File: config.mk
export PLATFORM = sky130hd
export DESIGN_NAME = fxp_mult_pipe
export DESIGN_NICKNAME = d
export VERILOG_FILES = /design/src/rtl/fxp_mult_pipe.sv
export SDC_FILE = /design/constraint.sdc
export NUM_CORES = 1
export LEC_CHECK = 0
export ABC_AREA = 1
export ABC_CLOCK_PERIOD_IN_PS = 3350
export CORE_MARGIN = 3
export CORE_UTILIZATION = 37
export DETAILED_ROUTE_END_ITERATION = 12
export PLACE_DENSITY = 0.51
export SYNTH_ARGS = -nofsm -noshare
export SYNTH_HDL_FRONTEND = slang
export SYNTH_SLANG_ARGS = --single-unit
File: constraint.sdc
create_clock -name clk -period 3.35 [get_ports clk]
set_input_delay 0.67 -clock clk [delete_from_list [all_inputs] [get_ports clk]]
set_output_delay 0.67 -clock clk [all_outputs]
set_load 0.02 [all_outputs]
File: src/rtl/fxp_mult_pipe.sv
// rtl/fxp_mult_pipe.sv - pipelined signed fixed-point multiplier with valid/ready flow control
// Optional build macro: FXP_MULT_SAT_EN (saturate out1 on overflow instead of wrapping)
module fxp_mult_pipe #(
   parameter int DW     = 16,
   parameter int FRAC   = 8,
   parameter int STAGES = 2
) (
   input  logic          clk,
   input  logic          rst,
   input  logic          in_valid,
   output logic          in_ready,
   input  logic [DW-1:0] in1,
   input  logic [DW-1:0] in2,
   input  logic          rnd,
   output logic          out_valid,
   input  logic          out_ready,
   output logic [DW-1:0] out1,
   output logic          ovf,
   output logic          ovf_sticky,
   input  logic          clr_sticky
);

   // Product width with one guard bit so the rounding add can never wrap.
   localparam int PW = 2*DW + 1;
   // Bits that must all equal the sign bit for the shifted result to fit in DW.
   localparam int HW = PW - DW + 1;
   localparam logic signed [PW-1:0] HALF =
      (FRAC > 0) ? (PW'(1) << ((FRAC > 0) ? FRAC - 1 : 0)) : '0;

   logic signed [PW-1:0] a_x;
   logic signed [PW-1:0] b_x;
   logic signed [PW-1:0] prod;
   logic signed [PW-1:0] prod_r;
   logic signed [PW-1:0] shifted;
   logic [HW-1:0]        hi;
   logic [DW-1:0]        res;
   logic                 res_ovf;

   logic [STAGES-1:0]    vld;
   logic [STAGES-1:0]    load;
   logic [STAGES-1:0]    nv;
   logic [STAGES-1:0]    ovs;
   logic [STAGES-1:0]    no;
   logic [DW-1:0]        dat [STAGES];
   logic [DW-1:0]        nd  [STAGES];
   logic                 acc;

   // Multiply, optionally round half-up, shift to the result point and detect overflow.
   always_comb begin
      a_x     = {{(PW-DW){in1[DW-1]}}, in1};
      b_x     = {{(PW-DW){in2[DW-1]}}, in2};
      prod    = a_x * b_x;
      prod_r  = prod + (rnd ? HALF : '0);
      shifted = prod_r >>> FRAC;
      hi      = shifted[PW-1:DW-1];
      res_ovf = ~((&hi) | ~(|hi));
      res     = shifted[DW-1:0];
`ifdef FXP_MULT_SAT_EN
      if (res_ovf) begin
         res = shifted[PW-1] ? {1'b1, {(DW-1){1'b0}}} : {1'b0, {(DW-1){1'b1}}};
      end
`endif
   end

   // A stage loads when it or any later stage is empty, or the consumer accepts.
   always_comb begin
      acc  = out_ready;
      load = '0;
      for (int k = STAGES - 1; k >= 0; k--) begin
         acc     = acc | ~vld[k];
         load[k] = acc;
      end
   end

   // Per-stage incoming valid/data/overflow: stage 0 takes the new pair, others the previous stage.
   always_comb begin
      nv[0] = in_valid;
      nd[0] = res;
      no[0] = res_ovf;
      for (int k = 1; k < STAGES; k++) begin
         nv[k] = vld[k-1];
         nd[k] = dat[k-1];
         no[k] = ovs[k-1];
      end
   end

   // Stage valid bits advance whenever their stage loads; bubbles are filled.
   always_ff @(posedge clk or posedge rst) begin
      if (rst) begin
         vld <= '0;
      end else begin
         for (int k = 0; k < STAGES; k++) begin
            if (load[k]) vld[k] <= nv[k];
         end
      end
   end

   // Data registers only capture real results, so they stay quiet on bubbles and stalls.
   always_ff @(posedge clk or posedge rst) begin
      if (rst) begin
         for (int k = 0; k < STAGES; k++) dat[k] <= '0;
         ovs <= '0;
      end else begin
         for (int k = 0; k < STAGES; k++) begin
            if (load[k] && nv[k]) begin
               dat[k] <= nd[k];
               ovs[k] <= no[k];
            end
         end
      end
   end

   // Sticky overflow: a transferring overflowed result wins over a same-cycle clear.
   always_ff @(posedge clk or posedge rst) begin
      if (rst) begin
         ovf_sticky <= 1'b0;
      end else if (out_valid && out_ready && ovf) begin
         ovf_sticky <= 1'b1;
      end else if (clr_sticky) begin
         ovf_sticky <= 1'b0;
      end
   end

   assign in_ready  = load[0];
   assign out_valid = vld[STAGES-1];
   assign out1      = dat[STAGES-1];
   assign ovf       = ovs[STAGES-1];

endmodule

# Yosys cells after proc, flatten, opt, wreduce, memory -nomap -nowiden
# Index checks and enable logic that the tools add are counted.
[totals] elab_cells=26 ff_bits=37 input_bits=38 output_inout_bits=20
[classes] n_mul=1 n_reduce_logical=7 add_sub_neg=1 bitwise_logic=7 mux=3
[op_table] cell="$add 32x9->33" count=1
[op_table] cell="$mul 16x16->32" count=1
[op_table] cell="$reduce_and 10->1" count=1
[op_table] cell="$reduce_or 10->1" count=1
[op_table] cell="$mux 8" count=1
[op_table] cell="$logic_and 1x1->1" count=4
[op_table] cell="$not 1->1" count=4
[op_table] cell="$or 1x1->1" count=3
[op_table] cell="$mux 1" count=2
[op_table] cell="$reduce_bool 2->1" count=1

# Longest topological paths before layout
[logic_depth] word_depth=6 mapped_depth=32 mapped_depth_nobuf=30

# Least setup slack after synthesis
# OpenSTA, ideal clock, no wires.
[synth_timing] kind="input port to flip-flop" from="input port in2[5]" to="register ovs[0]" stages=27 setup_ps=117 setup_slack_ps=-2830 arrival_time_ps=6062 n_path_buf=2 required_time_ps=3233 cell_sequence="clkbuf_1 > clkbuf_1 > nand2_1 > fa_1 > inv_1 > fa_1 > inv_1 > fa_1 > inv_1 > fa_1 > inv_1 > fa_1 > fa_1 > inv_1 > ha_1 > inv_1 > o21bai_1 > nor2_1 > nand2_1 > a21oi_1 > nand3_1 > nand2_1 > nand2_1 > nor2_1 > nand3_1 > nand3_1 > nand2_1"
[synth_via] elab_chain_cells=6 word_cells_on_any_way=7
[synth_rtl] element="from (decl)" line_no="13" text="input logic [DW-1:0] in2,"
[synth_rtl] element="$mul 16x16->32 *" line_no="52" text="prod = a_x * b_x;"
[synth_rtl] element="$add 32x9->33 *" line_no="53" text="prod_r = prod + (rnd ? HALF : '0);"
[synth_rtl] element="$reduce_or 10->1" line_no="56" text="res_ovf = ~((&hi) | ~(|hi));"
[synth_rtl] element="$not 1->1" line_no="56"
[synth_rtl] element="$or 1x1->1 *" line_no="56"
[synth_rtl] element="$not 1->1 *" line_no="56"
[synth_rtl] element="to (signal, indexed assignment)" line_no="107" text="ovs[k] <= no[k];"
[synth_rtl] element="to (decl)" line_no="42" text="logic [STAGES-1:0] ovs;"
# Mark *: on every way between the ends. The rest lies on a longest branch, timed or not.
# A chain may end at the register's enable or synchronous reset.

# Worst setup path in the final report
[layout_timing] from="input port in1[15]" to="register ovs[0]"
[layout_via] elab_chain_cells=6 word_cells_on_any_way=7
[layout_rtl] element="from (decl)" line_no="12" text="input logic [DW-1:0] in1,"
[layout_rtl] element="$mul 16x16->32 *" line_no="52"
[layout_rtl] element="$add 32x9->33 *" line_no="53"
[layout_rtl] element="$reduce_or 10->1" line_no="56"
[layout_rtl] element="$not 1->1" line_no="56"
[layout_rtl] element="$or 1x1->1 *" line_no="56"
[layout_rtl] element="$not 1->1 *" line_no="56"
# Marked as above.

==> metrics.txt <==
critical path class in2reg; largest area contributor in the synthesized netlist fa_1; CP max stage delay 0.58 ns; placer congestion estimate 0.889; post-route ant nets 0; status finished, violations left; initial antenna violation count 0; CP arrival 6.01 ns; post-DP HPWL 27,300 um; met2 usage in global routing 37.2%; largest net degree at the start of global routing 22; Worst Reg-to-Reg Cells 3; crit path launch in1[15]; Placed Cells 2,201; gr busiest metal met2; Layout Cell Area excl Fill 0.0182 mm2; CTS tree yes; critical path data required time 3.52 ns; via count 10,800; post-synthesis async set-or-reset flop share 100%; Synth top area share 43.4%; CTS Buf Count 5; setup TNS -35.25 ns; Max Cap Viol 0; Die W 188 um; drt first pass iters 5; violated checks negative setup slack; core footprint 0.0327 mm2; Synth Instances 1,580; hold_buf cts 0; met1 Use GR 26.9%; critical path's slowest cell fa_2; Ports 58; CTS H-tree depth 2; post-synth cell types 31; synth cell count leaders 464 x inv_1, 425 x nand2_1, 267 x fa_1, 79 x ha_1, 55 x clkbuf_1; syn_nets 1,964; final setup fails 17; crit end category register; Sequential Area 926 um2; Hold Slack 0.482 ns; capture point of the worst path ovs[0]; warnings from Yosys 0; Global Route Usage Sum 20.5%; period utilization 174%; Worst setup SP type input pin; drt drc 0; Top FF cell, synth dfrtp_1; die area 0.0355 mm2; Antenna Cells 0; sequential area share after synthesis 7.52%; Avg Inst Size Synth 7.80 um2; Hold Crit Class reg2reg; critical path fanouts, max 6; cell with the most instances after synthesis inv_1; number of vias per cell 4.61; GR Layer Usage met3 2.53%; setup slack, reg-to-reg 1.76 ns; Post-Route WL 35,500 um; Post-Layout Cell Count 2,337; std cell rows 66; Worst Tran Pin Value 0.795 ns; Worst-Skew Late Latency 0.28 ns; DR iter-0 viols 421; Slew HR 46.9%; flops & latches, synth 37; RSZ-0062 raised after global routing true; clk root buf clkbuf_16; clock sink count 37; Area after DPL 0.0152 mm2; Starting Density 37.7%; CTS max path bufs 2; fillcell total 3,030; IO Port Bufs 57; final slew viol count 0; Final Hold Fails 0; WL/cell 15.2 um; Mapped Area 0.0123 mm2; Critical R2R Capture out1[7]; CTS clk-pin slew, worst paths 0.05 ns; setup ws final -2.49 ns; share of cells above drive strength 1 40.7%; vias in the first global route 11,800; area growth from synthesis to layout 47.7%; synth top area cells fa_1 43%, inv_1 14%, nand2_1 13%; multi-input combinational cell area 0.0111 mm2; remaining global-route overflow 0; number of synthesized flops with an enable pin 0; fin crit period 5.84 ns; skew final 0.00517 ns; Die Span Y 188 um; highest clock rate 171 MHz; first-pass GRT wire length 58,800 um; RR Startpoint vld[1]; cell mode on critical path fa_1; Nets 2,278
==> state kept, by name, indices dropped and copies added (netlist names) <==
signal,count
out1,16
dat,16
vld,2
ovf_sticky,1
ovs,2
==> critical path, delay by kind of cell <==
kind,cells,cell delay [ns]
fa+ha+maj,7,3.33
compound gates,1,0.19
simple gates,11,0.98
buf+inv,10,0.83
==> placed cells by master, fill, tap and decap left out, drive strengths merged, types with 31 or more instances in the layout <==
| cell | count |
|---|---|
| a21oi | 34 |
| buf | 342 |
| dfrtp | 37 |
| fa | 267 |
| ha | 79 |
| inv | 463 |
| nand2 | 433 |
| nand3 | 43 |
| nor2 | 52 |
| o21ai | 31 |
==> cell type report <==
cell class | instances | area share, %
Clock buffer | 6 | 0.708
Clock inverter | 2 | 0.0550
Inverter | 464 | 9.69
Multi-Input combinational cell | 1007 | 61.0
Sequential cell | 37 | 5.09
Tap cell | 442 | 3.04
Timing Repair Buffer | 379 | 20.4
==> routing by layer <==
layer	part of all wire [%]	vias to the layer above
li1	-	5105
met1	42	5430
met2	52	197
met3	3.9	38
met4	1.6	0
met5	0	-
==> cells by family (layout without fill, tap and decap cells) <==
| logic type | count (synthesis) | in the layout | synth area share, % |
|---|---|---|---|
| xor gates and xnor gates | 23 | 23 | 1.64 |
| adders and majority gates | 346 | 346 | 51.4 |
| buffers and inverters | 536 | 851 | 16.8 |
| DFF | 37 | 37 | 7.52 |
| AOI/OAI and AO/OA | 73 | 73 | 3.20 |
| muxes | 17 | 17 | 1.55 |
| and+or+nand+nor | 548 | 548 | 17.9 |
==> metrics by stage <==
stage          setup WS [ns]  utilization [%]
2_1_floorplan          -2.43                -
4_1_cts                -2.58             52.4
3_3_place_gp           -3.46             46.5
5_1_grt                -2.74             55.7
6_report               -2.49             55.7
3_5_place_dp           -3.45             46.5
==> how the worst min path moves through the flow <==
| stage | endpoint | depth (start not counted) | from |
|---|---|---|---|
| 2_1_floorplan | ovs[0] | 2 | ovs[0] |
| 3_3_place_gp | dat[18] | 2 | dat[18] |
| 3_5_place_dp | dat[24] | 2 | dat[24] |
| 4_1_cts | dat[24] | 2 | dat[24] |
| 5_1_grt | dat[23] | 2 | dat[23] |
| 6_report | dat[24] | 2 | dat[24] |
==> repair_timing <==
item / CTS / global route
pin swaps: 188 / 212
setup endpoints to repair: 17 / 17
resized for setup: 366 / 303
buffers inserted: 80 / 51
cloned: 9 / 1
Power is left out: the tool's default activity adds up to more than one toggle a clock period on the data nets, which glitch-free logic cannot reach.
